--- config.mk ---
export PLATFORM = sky130hd
export DESIGN_NAME = branch_unit
export DESIGN_NICKNAME = d
export VERILOG_FILES = /design/src/rtl/branch_unit.sv
export SDC_FILE = /design/constraint.sdc
export NUM_CORES = 1
export LEC_CHECK = 0
export ABC_AREA = 1
export BUFFER_PORTS_ARGS = -buffer_cell sky130_fd_sc_hd__buf_2
export CAP_MARGIN = 10
export CORE_ASPECT_RATIO = 1.2
export CORE_MARGIN = 2
export CORE_UTILIZATION = 45
export CTS_CLUSTER_DIAMETER = 30
export DETAILED_ROUTE_END_ITERATION = 16
export GPL_TIMING_DRIVEN = 0
export HOLD_SLACK_MARGIN = 0.15
export PLACE_DENSITY = 0.7
export SLEW_MARGIN = 0
export SYNTH_ARGS = -nofsm -noshare
export SYNTH_HDL_FRONTEND = slang
export SYNTH_SLANG_ARGS = --single-unit
--- constraint.sdc ---
create_clock -name i_CLK -period 1.9 [get_ports i_CLK]
set_input_delay 0.095 -clock i_CLK [delete_from_list [all_inputs] [get_ports i_CLK]]
set_output_delay 0.095 -clock i_CLK [all_outputs]
set_load 0.01 [all_outputs]
--- src/rtl/branch_unit.sv ---
// LC-3 style BR evaluator: latches IR/NZP/PC on Start, then EVAL -> ADD -> WRITE,
// producing BEN, the branch target, a PC-load strobe and a taken-branch counter.
module branch_unit #(
   parameter int CNT_W = 16
) (
   input  logic             i_CLK,
   input  logic             i_RST_n,
   input  logic             i_Start,
   input  logic             i_LD_BEN,
   input  logic [15:0]      i_IR,
   input  logic [2:0]       i_NZP,
   input  logic [15:0]      i_PC,
   input  logic             i_Clr_Cnt,
   output logic             o_BEN,
   output logic [15:0]      o_Target,
   output logic             o_LD_PC,
   output logic             o_Busy,
   output logic             o_Done,
   output logic [CNT_W-1:0] o_Taken_Cnt,
   output logic [1:0]       o_State
);

   typedef enum logic [1:0] {
      IDLE  = 2'd0,
      EVAL  = 2'd1,
      ADD   = 2'd2,
      WRITE = 2'd3
   } state_t;

   state_t      state;
   logic [15:0] ir_q;
   logic [15:0] pc_q;
   logic [2:0]  nzp_q;
   logic [15:0] offset_sext;

   assign offset_sext = {{7{ir_q[8]}}, ir_q[8:0]};
   assign o_State     = state;

   // Handshake: i_Start is a one-cycle request taken only in IDLE (o_Busy=0);
   // completion is the single-cycle o_Done in WRITE, with o_LD_PC = o_BEN alongside.
   always_ff @(posedge i_CLK or negedge i_RST_n) begin
      if (!i_RST_n) begin
         state    <= IDLE;
         ir_q     <= 16'h0000;
         pc_q     <= 16'h0000;
         nzp_q    <= 3'b000;
         o_BEN    <= 1'b0;
         o_Target <= 16'h0000;
         o_LD_PC  <= 1'b0;
         o_Done   <= 1'b0;
         o_Busy   <= 1'b0;
      end else begin
         case (state)
            IDLE: begin
               if (i_Start) begin
                  ir_q   <= i_IR;
                  nzp_q  <= i_NZP;
                  pc_q   <= i_PC;
                  o_Busy <= 1'b1;
                  state  <= EVAL;
               end else if (i_LD_BEN) begin
                  o_BEN <= |(i_IR[11:9] & i_NZP);
               end
            end
            EVAL: begin
               o_BEN <= |(ir_q[11:9] & nzp_q);
               state <= ADD;
            end
            ADD: begin
               // Strobes are registered on entry to WRITE so they are high only there.
               o_Target <= pc_q + offset_sext;
               o_LD_PC  <= o_BEN;
               o_Done   <= 1'b1;
               state    <= WRITE;
            end
            WRITE: begin
               o_LD_PC <= 1'b0;
               o_Done  <= 1'b0;
               o_Busy  <= 1'b0;
               state   <= IDLE;
            end
            default: state <= IDLE;
         endcase
      end
   end

   always_ff @(posedge i_CLK or negedge i_RST_n) begin
      if (!i_RST_n) begin
         o_Taken_Cnt <= '0;
      end else if (i_Clr_Cnt) begin
         o_Taken_Cnt <= '0;
      end else if (state == WRITE && o_BEN && o_Taken_Cnt != '1) begin
         o_Taken_Cnt <= o_Taken_Cnt + {{(CNT_W-1){1'b0}}, 1'b1};
      end
   end

endmodule

==> Word level (Yosys, flattened, before mapping) <==
Index checks and enable logic that the tools add are counted.
{ "totals": {"reg_bits": 69, "input_bits": 40, "out_inout_bits": 38, "elab_cells": 44} }
{ "op_classes": {"addsub": 2, "eq_ne": 7, "n_mux": 11, "bitwise_logic": 2, "n_reduce_logical": 12} }
{ "op_table": {"columns": ["op", "n"], "rows": [
  ["16-bit two-way mux", 2],
  ["16-bit by 1-bit adder with 16-bit output, second input constant", 1],
  ["16-bit adder", 1],
  ["16-bit inequality test, second input constant", 1],
  ["1-bit one-hot mux with 2 select lines", 4],
  ["2-bit one-hot mux with 4 select lines", 1],
  ["2-bit nonzero test", 4],
  ["3-bit bitwise AND", 2],
  ["2-bit inequality test, second input constant", 3],
  ["3-bit OR reduction", 2],
  ["2-bit equality test, second input constant", 2],
  ["2-bit AND reduction", 2],
  ["1-bit two-way mux", 3],
  ["3-bit AND reduction", 1],
  ["2-bit by 1-bit equality test with 1-bit output, second input constant", 1],
  ["1-bit logical AND", 2],
  ["2-bit logical NOT", 1],
  ["2-bit two-way mux", 1]
]} }

==> Longest topological paths before layout <==
Gate-level depths: netlist of the first run.
{ "logic_depth": {"depth_word": 5, "depth_mapped": 12, "depth_no_buf": 11} }

==> Worst setup path before layout of the first run <==
Ideal clock, no wire load.
{ "synth_timing": {"path_type": "register -> register", "from": "reg ir_q[0]", "to": "reg o_Target[6]", "arrival_ns": 1.594, "slack_ns": 0.188, "stages_incl_launch_ff": 10, "n_path_buf": 0, "period_less_slack_ns": 1.712, "path_cell_list": "dfrtp_1 > ha_1 > fa_1 > nand2_1 > nand2_1 > nand3_1 > nand2_1 > or2_2 > nand3_1 > nand2_1"} }
{ "synth_via": {"elab_chain_cells": 1} }
{ "synth_lines": {"columns": ["item", "line", "rtl"], "rows": [
  ["start, declared", "31", "logic [15:0] ir_q;"],
  ["start signal, assigned", "56", "ir_q <= i_IR;"],
  ["16-bit adder", "71", "o_Target <= pc_q + offset_sext;"],
  ["end signal, assigned", "71", null],
  ["end, declared", "15", "output logic [15:0] o_Target,"]
]} }
No other way between the ends.
A chain may end at the register's enable or synchronous reset.

==> Final worst setup path of the first run <==
{ "layout_timing": {"from": "reg o_Taken_Cnt[0]", "to": "reg o_Taken_Cnt[4]"} }
{ "layout_via": {"elab_chain_cells": 3, "elab_cells_between_ends": 6, "cone_classes": "add/sub: 1; eq/ne: 1; mux: 2; reduce/logical: 2"} }
{ "layout_lines": {"columns": ["item", "line", "rtl"], "rows": [
  ["start, declared", "19", "output logic [CNT_W-1:0] o_Taken_Cnt,"],
  ["start signal, assigned", "93", "o_Taken_Cnt <= o_Taken_Cnt + {{(CNT_W-1){1'b0}}, 1'b1};"],
  ["16-bit by 1-bit adder with 16-bit output or 16-bit inequality test (tied branches)", "93, 92", null],
  ["16-bit two-way mux or 1-bit logical AND (tied branches)", "92", "end else if (state == WRITE && o_BEN && o_Taken_Cnt != '1) begin"],
  ["16-bit two-way mux or 2-bit nonzero test (tied branches)", null, null]
]} }
Several ways; a longest one is shown, not always the timed one. The select of a mux whose other input is x is not followed.

==> results of run 1 <==
cells by family (layout without fill, tap and decap cells):
logic type      count (synthesis)  count (layout)  share of synthesized area, %
xor+xnor                       11              11                          2.36
flops                          69              69                          42.3
fa+ha+maj                      21              21                          6.62
simple gates                  349             349                          36.1
compound gates                 32              32                          4.78
buf+inv                        75             197                          7.85
metrics by stage:
stage | worst slack (ps) | utilization, %
after floorplan | 188 | -
after global placement | 51.6 | 51.4
after detailed placement | 37.0 | 51.4
after CTS | 0.935 | 57.5
after global routing | 5.64 | 57.8
final | 116 | 57.8
metal layers:
| metal | vias to the layer above | share of wire (%) | global-route usage [%] |
|---|---|---|---|
| met1 | 1739 | 44 | 25.9 |
| met4 | 0 | 3.0 | 11.1 |
| li1 | 1959 | - | - |
| met5 | - | 0 | 0 |
| met2 | 104 | 50 | 36.6 |
| met3 | 26 | 3.6 | 2.51 |
state kept, by name, indices dropped and copies added, names as in the netlist:
register,count
pc_q,16
o_Taken_Cnt,16
ir_q,12
o_LD_PC,1
o_BEN,1
o_Busy,1
o_Done,1
o_State,2
o_Target,16
nzp_q,3
final cells by class:
class | instances | area [sq um] | area share [%]
buffer | 12 | 80.1 | 1.55
clock buffer | 10 | 138 | 2.66
inverter | 62 | 239 | 4.62
sequential | 69 | 1730 | 33.5
tap | 120 | 150 | 2.91
clock inverter | 6 | 62.6 | 1.21
multi-input combinational | 413 | 2060 | 39.8
timing repair buffer | 107 | 713 | 13.8
timing repair:
action                                  4_1_cts  5_1_grt
endpoints found under the setup margin        0       27
hold endpoints to repair                    103        0
hold buffers                                 35        0
gates resized for setup                       0       11
worst paths after layout:
| kind | startpoint | to | slack [ps] | depth (start not counted) |
|---|---|---|---|---|
| min | i_RST_n | o_Taken_Cnt[2]$_DFFE_PN0P_ | 400 | 2 |
| max reg2reg | o_Taken_Cnt[0]$_DFFE_PN0P_ | o_Taken_Cnt[4]$_DFFE_PN0P_ | 120 | 12 |
| min in group i_CLK | i_PC[10] | pc_q[10]$_DFFE_PN0P_ | 470 | 4 |
| max in group asynchronous | i_RST_n | ir_q[8]$_DFFE_PN0P_ | 850 | 2 |
| max | o_Taken_Cnt[0]$_DFFE_PN0P_ | o_Taken_Cnt[4]$_DFFE_PN0P_ | 120 | 12 |
| min reg2reg | o_Target[1]$_DFFE_PN0P_ | o_Target[1]$_DFFE_PN0P_ | 480 | 2 |
power groups by stage:
stage | combinational [W] | sequential [W] | clock [W]
6_report | 0.00367 | 0.00243 | 0.00121
4_1_cts | 0.00364 | 0.00241 | 0.00123
3_5_place_dp | 0.00355 | 0.00244 | 0
3_3_place_gp | 0.00345 | 0.00241 | 0
5_1_grt | 0.00423 | 0.00250 | 0.00130
2_1_floorplan | 0.00250 | 0.00245 | 0
cells in the final DEF (no fill, tap or decap), types with 3 or more instances in the layout:
cell type	instances
a21oi_1	9
buf_2	71
clkbuf_1	8
clkbuf_8	10
clkinv_2	3
clkinvlp_4	3
dfrtp_1	67
dlygate4sd3_1	35
ha_1	18
inv_1	58
nand2_1	248
nand2_2	5
nand3_1	35
nand3b_1	3
nand4_1	6
nor2_1	30
nor3_1	4
o21ai_0	9
o21ai_1	3
o21ai_2	7
or2_2	5
xnor2_1	3
xor2_1	8
==> results.md, run 1 <==
- Filler Cell Count: ~860
- VDD IR max: roughly 680 uV
- Hold Crit Class: in -> async
- WP buf/inv: 4
- Critical path launch point type: register
- Crit path required time: approximately 2100 ps
- Maximum clock path buffer count: 2
- Pins Over Slew Limit: 0
- Initial DRC Count: approximately 200
- Layout cells sized above 1: 18.4%
- DRC: 0
- Area after DPL: 4590 sq um
- Die ar.: a little under 10000 sq um
- DRT Pass-1 Iters: 5
- Final clock skew: between 10 and 15 ps
- Cts bufs inserted: 9
- Cell family with most CP delay: simple AND/OR/NAND/NOR gates
- Clock group share of total power: around 17%
- Initial antenna violation count: 0
- Sum Neg Setup Slack: 0 ps
- Chip width: around 90 um
- Critical-path top delay cell: dfrtp_2
- Setup Viol. Count Final: 0
- CTS tree: built
- Yosys Warn Count: 0
- Status: finished, final reports clean
- Vias in the first global route: 3578
- Pin count of the biggest net entering global routing: 70
- First-pass GRT wire length: ~16000 um
- PortBufs: a little over 70
- Num Clock Sinks: 69
- Commonest cells post-synth: nand2_1 (250), dfrtp_1 (69), inv_1 (58)
- Diode count: 0
- Remaining antenna violation count: 0
- Distinct cell type count after synthesis: 35
- Most frequent cell after synthesis: nand2_1
- Psw: 0.00320 W
- Relative max-transition margin: 40.3%
- Power share of the combinational group: ~50%
- CP Max Fanout: 10
- Setup Fix Bufs, Post-CTS: 0
- Final period utilization: around 94%
- Clock Latency Late Sink: 350 ps
- GRT Resource Usage Total: between 20% and 30%
- Seq/Total Area, Yosys: 42.3%
- Syn Area/Cell: 7.33 sq um
- Top cells by area, synth: dfrtp_1 (42%), nand2_1 (23%), ha_1 (6.1%), inv_1 (5.3%), nand3_1 (4.3%)
- P_int: roughly 0.0041 W
- CP max stage delay: 450 ps
- Mapped Cells: approximately 560
- Worst Setup End Kind: register
- Largest area contributor in the netlist: dfrtp_1
- Placed cell count: roughly 750
- Min Clock Period, post-route: around 1800 ps
- Worst EP arrival: between 2000 and 2500 ps
- Initial core utilization: between 40% and 50%
- Max-cap viol count: 0
- Total power per unit cell area: about 1400 nW/um^2
- Vias per inst: 4.79
- Sequential fraction of design power: between 30 and 40%
- Main synth FF type: dfrtp_1
- Leakage power: around 2.8 nW
- Switching share of power: 43.8%
- IO Count: between 70 and 80
- Area Overhead vs Synth: 26.6%
- Hold Vio Cnt, Final: 0
- GPL Wtd Cong: between 0.8 and 0.9
- Design area: 5170 sq um
- Nets: approximately 740
- Net Count, Synth: 618
- H-Tree Depth: 3
- Setup CP Type: reg -> reg
- Most common cell on crit path: nand2_4
- Root Driver: clkbuf_8
- Post-synth EDFFs: 0
- Critical path cell sequence: ha_1 > nand3_1 > inv_2 > nand2_2 > clkinv_2 > nand3_4 > nand2_4 > nand2_4 > clkinv_4 > buf_12 > nand2_1 > o21ai_2
- Synth top area share: between 40 and 50%
- Die Y: ~110 um
- Worst-margin pin slew: approximately 900 ps
- FFs w/ async S/R, synth: 100%
- WL per Instance: 12.4 um
- Fin cells: 799
- Max Fclk: about 560 MHz
- Post-Syn Area: 4080 sq um
- FF+latch count, synth: 69
- CTS clk-pin slew, worst paths: roughly 70 ps
- RSZ-0062 raised after global routing: no
- HPWL Detailed: between 7000 and 8000 um
- DR vias: 3828
- Core area: 8940 sq um
- Final hold slack: 396 ps
- Std-Cell Rows: 38
- Remaining Overflow, GRT: 0
- Final Power: around 0.0073 W
- Drt total wl: slightly below 10000 um
Note: power is estimated with default switching activity, not from simulation.
==> run 2, diff against run 1 <==
--- a/config.mk
+++ b/config.mk
@@ -5,7 +5,6 @@
 export SDC_FILE = /design/constraint.sdc
 export NUM_CORES = 1
 export LEC_CHECK = 0
-export ABC_AREA = 1
 export BUFFER_PORTS_ARGS = -buffer_cell sky130_fd_sc_hd__buf_2
 export CAP_MARGIN = 10
 export CORE_ASPECT_RATIO = 1.2
@@ -15,7 +14,8 @@
 export DETAILED_ROUTE_END_ITERATION = 16
 export GPL_TIMING_DRIVEN = 0
 export HOLD_SLACK_MARGIN = 0.15
-export PLACE_DENSITY = 0.7
+export MAX_ROUTING_LAYER = met4
+export PLACE_DENSITY = 0.71
 export SLEW_MARGIN = 0
 export SYNTH_ARGS = -nofsm -noshare
 export SYNTH_HDL_FRONTEND = slang
==> run 2 against run 1 <==
The flow now finishes with violations (negative setup slack). Cell count down 28%. Combinational power up 59%. Maximum frequency fell by 7.8%. Total power rose by 32%. Critical path type unchanged. Hold slack worse by 2.7 ps. Largest power group unchanged. Clock power hardly changed. Synthesized cell count down 38%. Die area shrank 7.3%. Sequential power is 6% higher.
==> results.md, run 2 <==
- Status: complete, but fails checks
- Violated checks: negative setup slack
- Critical path launch point type: register
- Clock Latency Late Sink: 350 ps (about the same)
- GPL Wtd Cong: 0.921 (+2.9%)
- Top cells by area, synth: dfrtp_1 (46%), mux2_2 (12%), ha_1 (6.6%), xnor2_1 (3.0%), nor2_1 (3.0%)
- Post-Synth Adder-Cell Area: 7.17% (+0.55 points)
- Relative max-transition margin: 42.1% (+1.8 points)
- First-pass GRT wire length: 15200 um (-6.8%)
- Net Count, Synth: 405 (-34%)
- Worst Setup End Kind: register
- Most frequent cell after synthesis: dfrtp_1
- Die Y: 104 um (-3.8%)
- Post-synthesis simple-gate area fraction: 12.7% (-23 points)
- Chip width: 87.5 um (-3.7%)
- Initial antenna violation count: 0 (unchanged)
- Synth Area in XOR/XNOR: 4.65% (+2.3 points)
- Compound-Gate Fraction of Synth Area: 14.8% (+10 points)
- Worst-margin pin slew: 869 ps (-26.4 ps)
- PortBufs: 73 (+1.4%)
- VDD IR max: 782 uV (+15%)
- IO Count: 78 (unchanged)
- Area after DPL: 4270 sq um (-7.1%)
- Worst setup margin: -35.2 ps (-151 ps)
- RSZ-0062 raised after global routing: yes
- R2R setup slack: -40 ps (-150 ps)
- Nets: 540 (-27%)
- Post-synthesis mux area share: 12.2% (+12 points)
- Area Overhead vs Synth: 39.5%
- Remaining Overflow, GRT: 0 (unchanged)
- Main synth FF type: dfrtp_1
- Final clock skew: 8.86 ps (-1.35 ps)
- DRT Pass-1 Iters: 4 (-1)
- WL per Instance: 16.9 um (+36%)
- Commonest cells post-synth: dfrtp_1 (69), mux2_2 (39), nor2_1 (30)
- Setup Viol. Count Final: 4 (+4)
- Mapped Cells: 344 (-38%)
- Num Clock Sinks: 69 (unchanged)
- HPWL Detailed: 6270 um (-13%)
- Design area: 5260 sq um (+1.8%)
- Diode count: 0 (unchanged)
- Final hold slack: 393 ps (-2.67 ps)
- Filler Cell Count: 626 (-27%)
- Remaining antenna violation count: 0 (unchanged)
- Initial DRC Count: 138 (-32%)
- DRC: 0 (unchanged)
- Worst EP arrival: 2170 ps (+140 ps)
- Commonest non-fill, non-tap cell in the layout: buf_2
- Initial core utilization: 46.5% (+0.83 points)
- Top flop regs: o_Taken_Cnt x16, o_Target x16, pc_q x16
- FF+latch count, synth: 69 (unchanged)
- Pin count of the biggest net entering global routing: 70 (unchanged)
- Cts bufs inserted: 9 (unchanged)
- H-Tree Depth: 3 (unchanged)
- Die ar.: 9130 sq um (-7.3%)
- Drt total wl: 9780 um (-1.5%)
- Root Driver: clkbuf_8
- Commonest non-fill, non-tap cells in the layout: buf_2 (74), dfrtp_1 (68), mux2_2 (36)
- Setup CP Type: reg -> reg
- Post-synth EDFFs: 0 (unchanged)
- Core area: 8110 sq um (-9.3%)
- Seq/Total Area, Yosys: 45.8% (+3.5 points)
- Largest family of logic cells by synthesized area: compound AO/OA/AOI/OAI gates
- Synth top area share: 45.8% (+3.5 points)
- DP Worst Slack: -243 ps (-280 ps)
- Min Clock Period, post-route: 1940 ps (+151 ps)
- Layout cells sized above 1: 40.8% (+22 points)
- Distinct cell type count after synthesis: 58 (+66%)
- CP Max Fanout: 5 (-5)
- Pins Over Slew Limit: 0 (unchanged)
- Hold Crit Class: in -> async
- CTS tree: built
- Syn Area/Cell: 11.0 sq um (+50%)
- Largest area contributor in the netlist: dfrtp_1
- Std-Cell Rows: 36 (-5.3%)
- Hold Vio Cnt, Final: 0 (unchanged)
- Final Power: 0.00960 W (+32%)
- DR vias: 3246 (-15%)
- Final period utilization: 102% (+8.0 points)
- Max Fclk: 517 MHz (-7.8%)
- FFs w/ async S/R, synth: 100% (unchanged)
- GRT Resource Usage Total: 22.0% (+0.91 points)
- Yosys Warn Count: 0 (unchanged)
- Vias per inst: 5.62 (+17%)
- Crit path required time: 2130 ps (about the same)
- Maximum clock path buffer count: 2 (unchanged)
- Max-cap viol count: 0 (unchanged)
- CTS clk-pin slew, worst paths: 70 ps (about the same)
- Leakage power: 2.37 nW (-16%)
- Vias in the first global route: 3172 (-11%)
- Total power per unit cell area: 1830 nW/um^2 (+29%)
- Post-Syn Area: 3770 sq um (-7.6%)
==> run 2: changes by cell type in the layout (fill, tap and decap cells not counted), moves of 6 or more <==
cell,change
a211oi_1,+7
a21oi_2,+7
buf_4,+16
buf_6,+6
ha_1,-12
ha_4,+10
inv_1,-49
mux2_2,+36
nand2_1,-231
nand3_1,-18
xnor2_1,+10
==> run 2: what timing repair did <==
| action | 4_1_cts | 5_1_grt |
|---|---|---|
| buffers inserted | 9 | 9 |
| setup endpoints to repair | 45 | 32 |
| endpoints found under the hold margin | 110 | 0 |
| pin swaps | 7 | 21 |
| hold buffers | 35 | 0 |
| resized for setup | 33 | 34 |
==> run 2: logic make-up (layout without fill, tap and decap cells) <==
logic type,Yosys count,after routing
mux,41,41
xor+xnor,20,20
buf+inv,22,161
compound gates,77,77
fa+ha+maj,21,21
simple gates,94,94
flops,69,69
==> run 2: critical path: stages, from the launching register on <==
cell and delay (ps):
dfrtp_1 420, ha_4 200, fa_2 360, a21oi_2 180, o21ai_2 100, a21oi_4 230, xnor2_1 90, mux2_4 250
==> run 2: worst paths after layout <==
| path | startpoint | endpoint | cells after the start |
|---|---|---|---|
| worst max-delay path | pc_q[0]$_DFFE_PN0P_ | o_Target[6]$_DFFE_PN0P_ | 7 |
| worst min-delay path | i_RST_n | o_Target[8]$_DFFE_PN0P_ | 2 |
| worst max register to register | pc_q[0]$_DFFE_PN0P_ | o_Target[6]$_DFFE_PN0P_ | 7 |
| worst min register to register | o_Done$_DFFE_PN0P_ | o_Done$_DFFE_PN0P_ | 2 |
| max in group asynchronous | i_RST_n | ir_q[8]$_DFFE_PN0P_ | 2 |
| min in group i_CLK | o_Done$_DFFE_PN0P_ | o_Done$_DFFE_PN0P_ | 2 |
==> run 2: power breakdown <==
part / switching (W) / internal (W) / leakage, nW
sequential: 0.000488 / 0.00208 / 0.851
clock: 0.000539 / 0.000674 / 0.0968
combinational: 0.00290 / 0.00293 / 1.42
==> run 2: layout make-up <==
class	count	area, sq um	area share [%]
Clock buffer	14	163	3.09
Multi-Input combinational cell	253	2240	42.6
Sequential cell	69	1730	32.9
Timing Repair Buffer	126	861	16.4
Clock inverter	1	30.0	0.571
Buffer	11	85.1	1.62
Tap cell	95	119	2.26
Inverter	9	33.8	0.642
==> run 2: through the flow <==
step	std cells	utilization, %	TNS (ps)
global placement	512	52.6	-2660
floorplan	344	-	0
finish	578	64.9	-104
global route	578	64.9	-581
CTS	571	62.1	-132
detailed placement	512	52.6	-3560
==> run 2: metal layers <==
layer	vias to the layer above	wire (um)	track usage, %
met5	-	0	-
met4	0	307	11.2
met3	25	281	3.02
met2	92	5060	35.0
met1	1593	4140	27.0
li1	1536	-	-
==> run 3, diff against run 2 <==
--- a/config.mk
+++ b/config.mk
@@ -5,17 +5,19 @@
 export SDC_FILE = /design/constraint.sdc
 export NUM_CORES = 1
 export LEC_CHECK = 0
+export ABC_AREA = 1
 export BUFFER_PORTS_ARGS = -buffer_cell sky130_fd_sc_hd__buf_2
 export CAP_MARGIN = 10
 export CORE_ASPECT_RATIO = 1.2
 export CORE_MARGIN = 2
 export CORE_UTILIZATION = 45
+export CTS_BUF_LIST = sky130_fd_sc_hd__clkbuf_2
 export CTS_CLUSTER_DIAMETER = 30
 export DETAILED_ROUTE_END_ITERATION = 16
 export GPL_TIMING_DRIVEN = 0
 export HOLD_SLACK_MARGIN = 0.15
 export MAX_ROUTING_LAYER = met4
-export PLACE_DENSITY = 0.71
+export PLACE_DENSITY = 0.7
 export SLEW_MARGIN = 0
 export SYNTH_ARGS = -nofsm -noshare
 export SYNTH_HDL_FRONTEND = slang
==> run 3 against run 2 <==
The run now ends clean. Largest cell class unchanged. Highest routed layer unchanged. Sequential cell count unchanged. Clock power decreased by 30%. Total power down 28%. Cell count is 39% higher. Combinational power shrank 37%. Sequential power down 6%. Largest power group unchanged. Critical endpoint unchanged. Routed wire length shrank 0.55%.
==> results.md, run 3 (synthesized netlist as in run 1, its figures left out) <==
- Max Fclk: 559 MHz (+8.1%)
- WL per Instance: 12.1 um (-28%)
- HPWL Detailed: 7170 um (+14%)
- Hold Vio Cnt, Final: 0 (unchanged)
- IO Count: 78 (unchanged)
- Status: finished, final reports clean
- Vias per inst: 4.74 (-16%)
- Worst setup margin: 111 ps (+146 ps)
- Area of the multi-input gates: 2050 sq um (-8.5%)
- Clock Latency Late Sink: 550 ps (+200 ps)
- Max-cap viol count: 0 (unchanged)
- Remaining Overflow, GRT: 0 (unchanged)
- Total power per unit cell area: 1360 nW/um^2 (-25%)
- Hold Crit Class: in -> async
- Root Driver: clkbuf_2
- DRT Pass-1 Iters: 4 (unchanged)
- Worst EP arrival: 2260 ps (+90 ps)
- Worst Setup End Kind: register
- Nets: 737 (+36%)
- CTS clk-pin slew, worst paths: 210 ps (+140 ps)
- GRT Resource Usage Total: 21.5% (-0.50 points)
- Core area: 8940 sq um (+10%)
- Cts bufs inserted: 9 (unchanged)
- Pins Over Slew Limit: 0 (unchanged)
- Commonest non-fill, non-tap cells in the layout: nand2_1 (250), buf_2 (71), dfrtp_1 (67)
- RSZ-0062 raised after global routing: yes
- Chip width: 90.9 um (+3.9%)
- Worst-margin pin slew: 866 ps (-3.59 ps)
- Sum Neg Setup Slack: 0 ps (+104 ps)
- Layout cells sized above 1: 18.4% (-22 points)
- Initial antenna violation count: 1 (+1)
- Initial DRC Count: 221 (+60%)
- Crit path required time: 2370 ps (+240 ps)
- Filler Cell Count: 870 (+39%)
- Pin count of the biggest net entering global routing: 70 (unchanged)
- Vias in the first global route: 3700 (+17%)
- Die Y: 108 um (+3.9%)
- DR vias: 3803 (+17%)
- VDD IR max: 628 uV (-20%)
- Top flop regs: o_Taken_Cnt x16, o_Target x16, pc_q x16
- DP Worst Slack: 12.7 ps (+255 ps)
- Final clock skew: 37.0 ps (+28.1 ps)
- Remaining antenna violation count: 0 (unchanged)
- Die ar.: 9850 sq um (+7.9%)
- Initial core utilization: 45.6% (-0.83 points)
- Num Clock Sinks: 69 (unchanged)
- Maximum clock path buffer count: 2 (unchanged)
- Setup Viol. Count Final: 0 (-4)
- CTS tree: built
- Leakage power: 2.80 nW (+18%)
- Fin cells: 802 (+39%)
- Min Clock Period, post-route: 1790 ps (-146 ps)
- GPL Wtd Cong: 0.914 (-0.74%)
- CP Max Fanout: 4 (-1)
- Std-Cell Rows: 38 (+5.6%)
- Register area: 1730 sq um (about the same)
- Drt total wl: 9730 um (-0.55%)
- Critical path launch point type: register
- Commonest non-fill, non-tap cell in the layout: nand2_1
- Setup CP Type: reg -> reg
- Final period utilization: 94.2% (-7.7 points)
- Placed cell count: 749 (+46%)
- Relative max-transition margin: 42.3% (+0.24 points)
- First-pass GRT wire length: 16400 um (+7.5%)
- Area Overhead vs Synth: 24.7%
- H-Tree Depth: 3 (unchanged)
- DRC: 0 (unchanged)
- PortBufs: 72 (-1.4%)
run 3: layout make-up:
cell class | instances | area share, %
diodes | 1 | 0.0492
flip-flops and latches | 69 | 34.0
repair buffers | 109 | 14.3
clock buffers | 9 | 0.885
plain buffers | 12 | 1.55
multi-input cells | 413 | 40.3
clock inverters | 7 | 1.30
well taps | 120 | 2.95
inverters | 62 | 4.70
run 3: routing by layer:
layer  part of all wire [%]  wire, um  GRT usage [%]
met3                    4.9       479           4.04
met2                     51      4930           37.0
met1                     42      4120           24.7
met5                      0         0              -
met4                    2.1       203           9.20
run 3: where the power goes:
part / switching, W / internal (W)
Clock: 0.000547 / 0.000294
Sequential: 0.000386 / 0.00202
Combinational: 0.00224 / 0.00144
Total: 0.00317 / 0.00376
run 3: timing repair:
item,4_1_cts,5_1_grt
setup endpoints to repair,1,23
resized for setup,1,8
hold buffers,35,0
setup buffers,0,2
endpoints found under the hold margin,112,0
run 3: metrics by stage:
stage          hold WS (ps)  instance area (sq um)  power (W)  util (%)
5_1_grt                 219                   5090    0.00766      56.9
3_3_place_gp            290                   4590    0.00586      51.4
6_report                177                   5090    0.00693      56.9
3_5_place_dp            286                   4590    0.00598      51.4
4_1_cts                 191                   5060    0.00689      56.6
2_1_floorplan          -201                   4080    0.00495         -
run 3: final timing paths:
kind | from | end | slack, ps | depth (start not counted)
min reg2reg | o_Target[10]$_DFFE_PN0P_ | o_Target[10]$_DFFE_PN0P_ | 500 | 2
min | i_RST_n | o_Taken_Cnt[6]$_DFFE_PN0P_ | 180 | 2
max reg2reg | ir_q[0]$_DFFE_PN0P_ | o_Target[6]$_DFFE_PN0P_ | 110 | 9
max | ir_q[0]$_DFFE_PN0P_ | o_Target[6]$_DFFE_PN0P_ | 110 | 9
min in group i_CLK | i_PC[3] | pc_q[3]$_DFFE_PN0P_ | 270 | 4
max in group asynchronous | i_RST_n | ir_q[8]$_DFFE_PN0P_ | 1120 | 2
run 3: worst max-delay path, stage by stage (launching register included):
cell,delay [ps]
dfrtp_1,440
ha_2,200
fa_2,330
nand2_1,90
nand2_1,70
nand3_1,70
nand2_1,100
or2_2,290
nand3_1,80
nand2_1,50
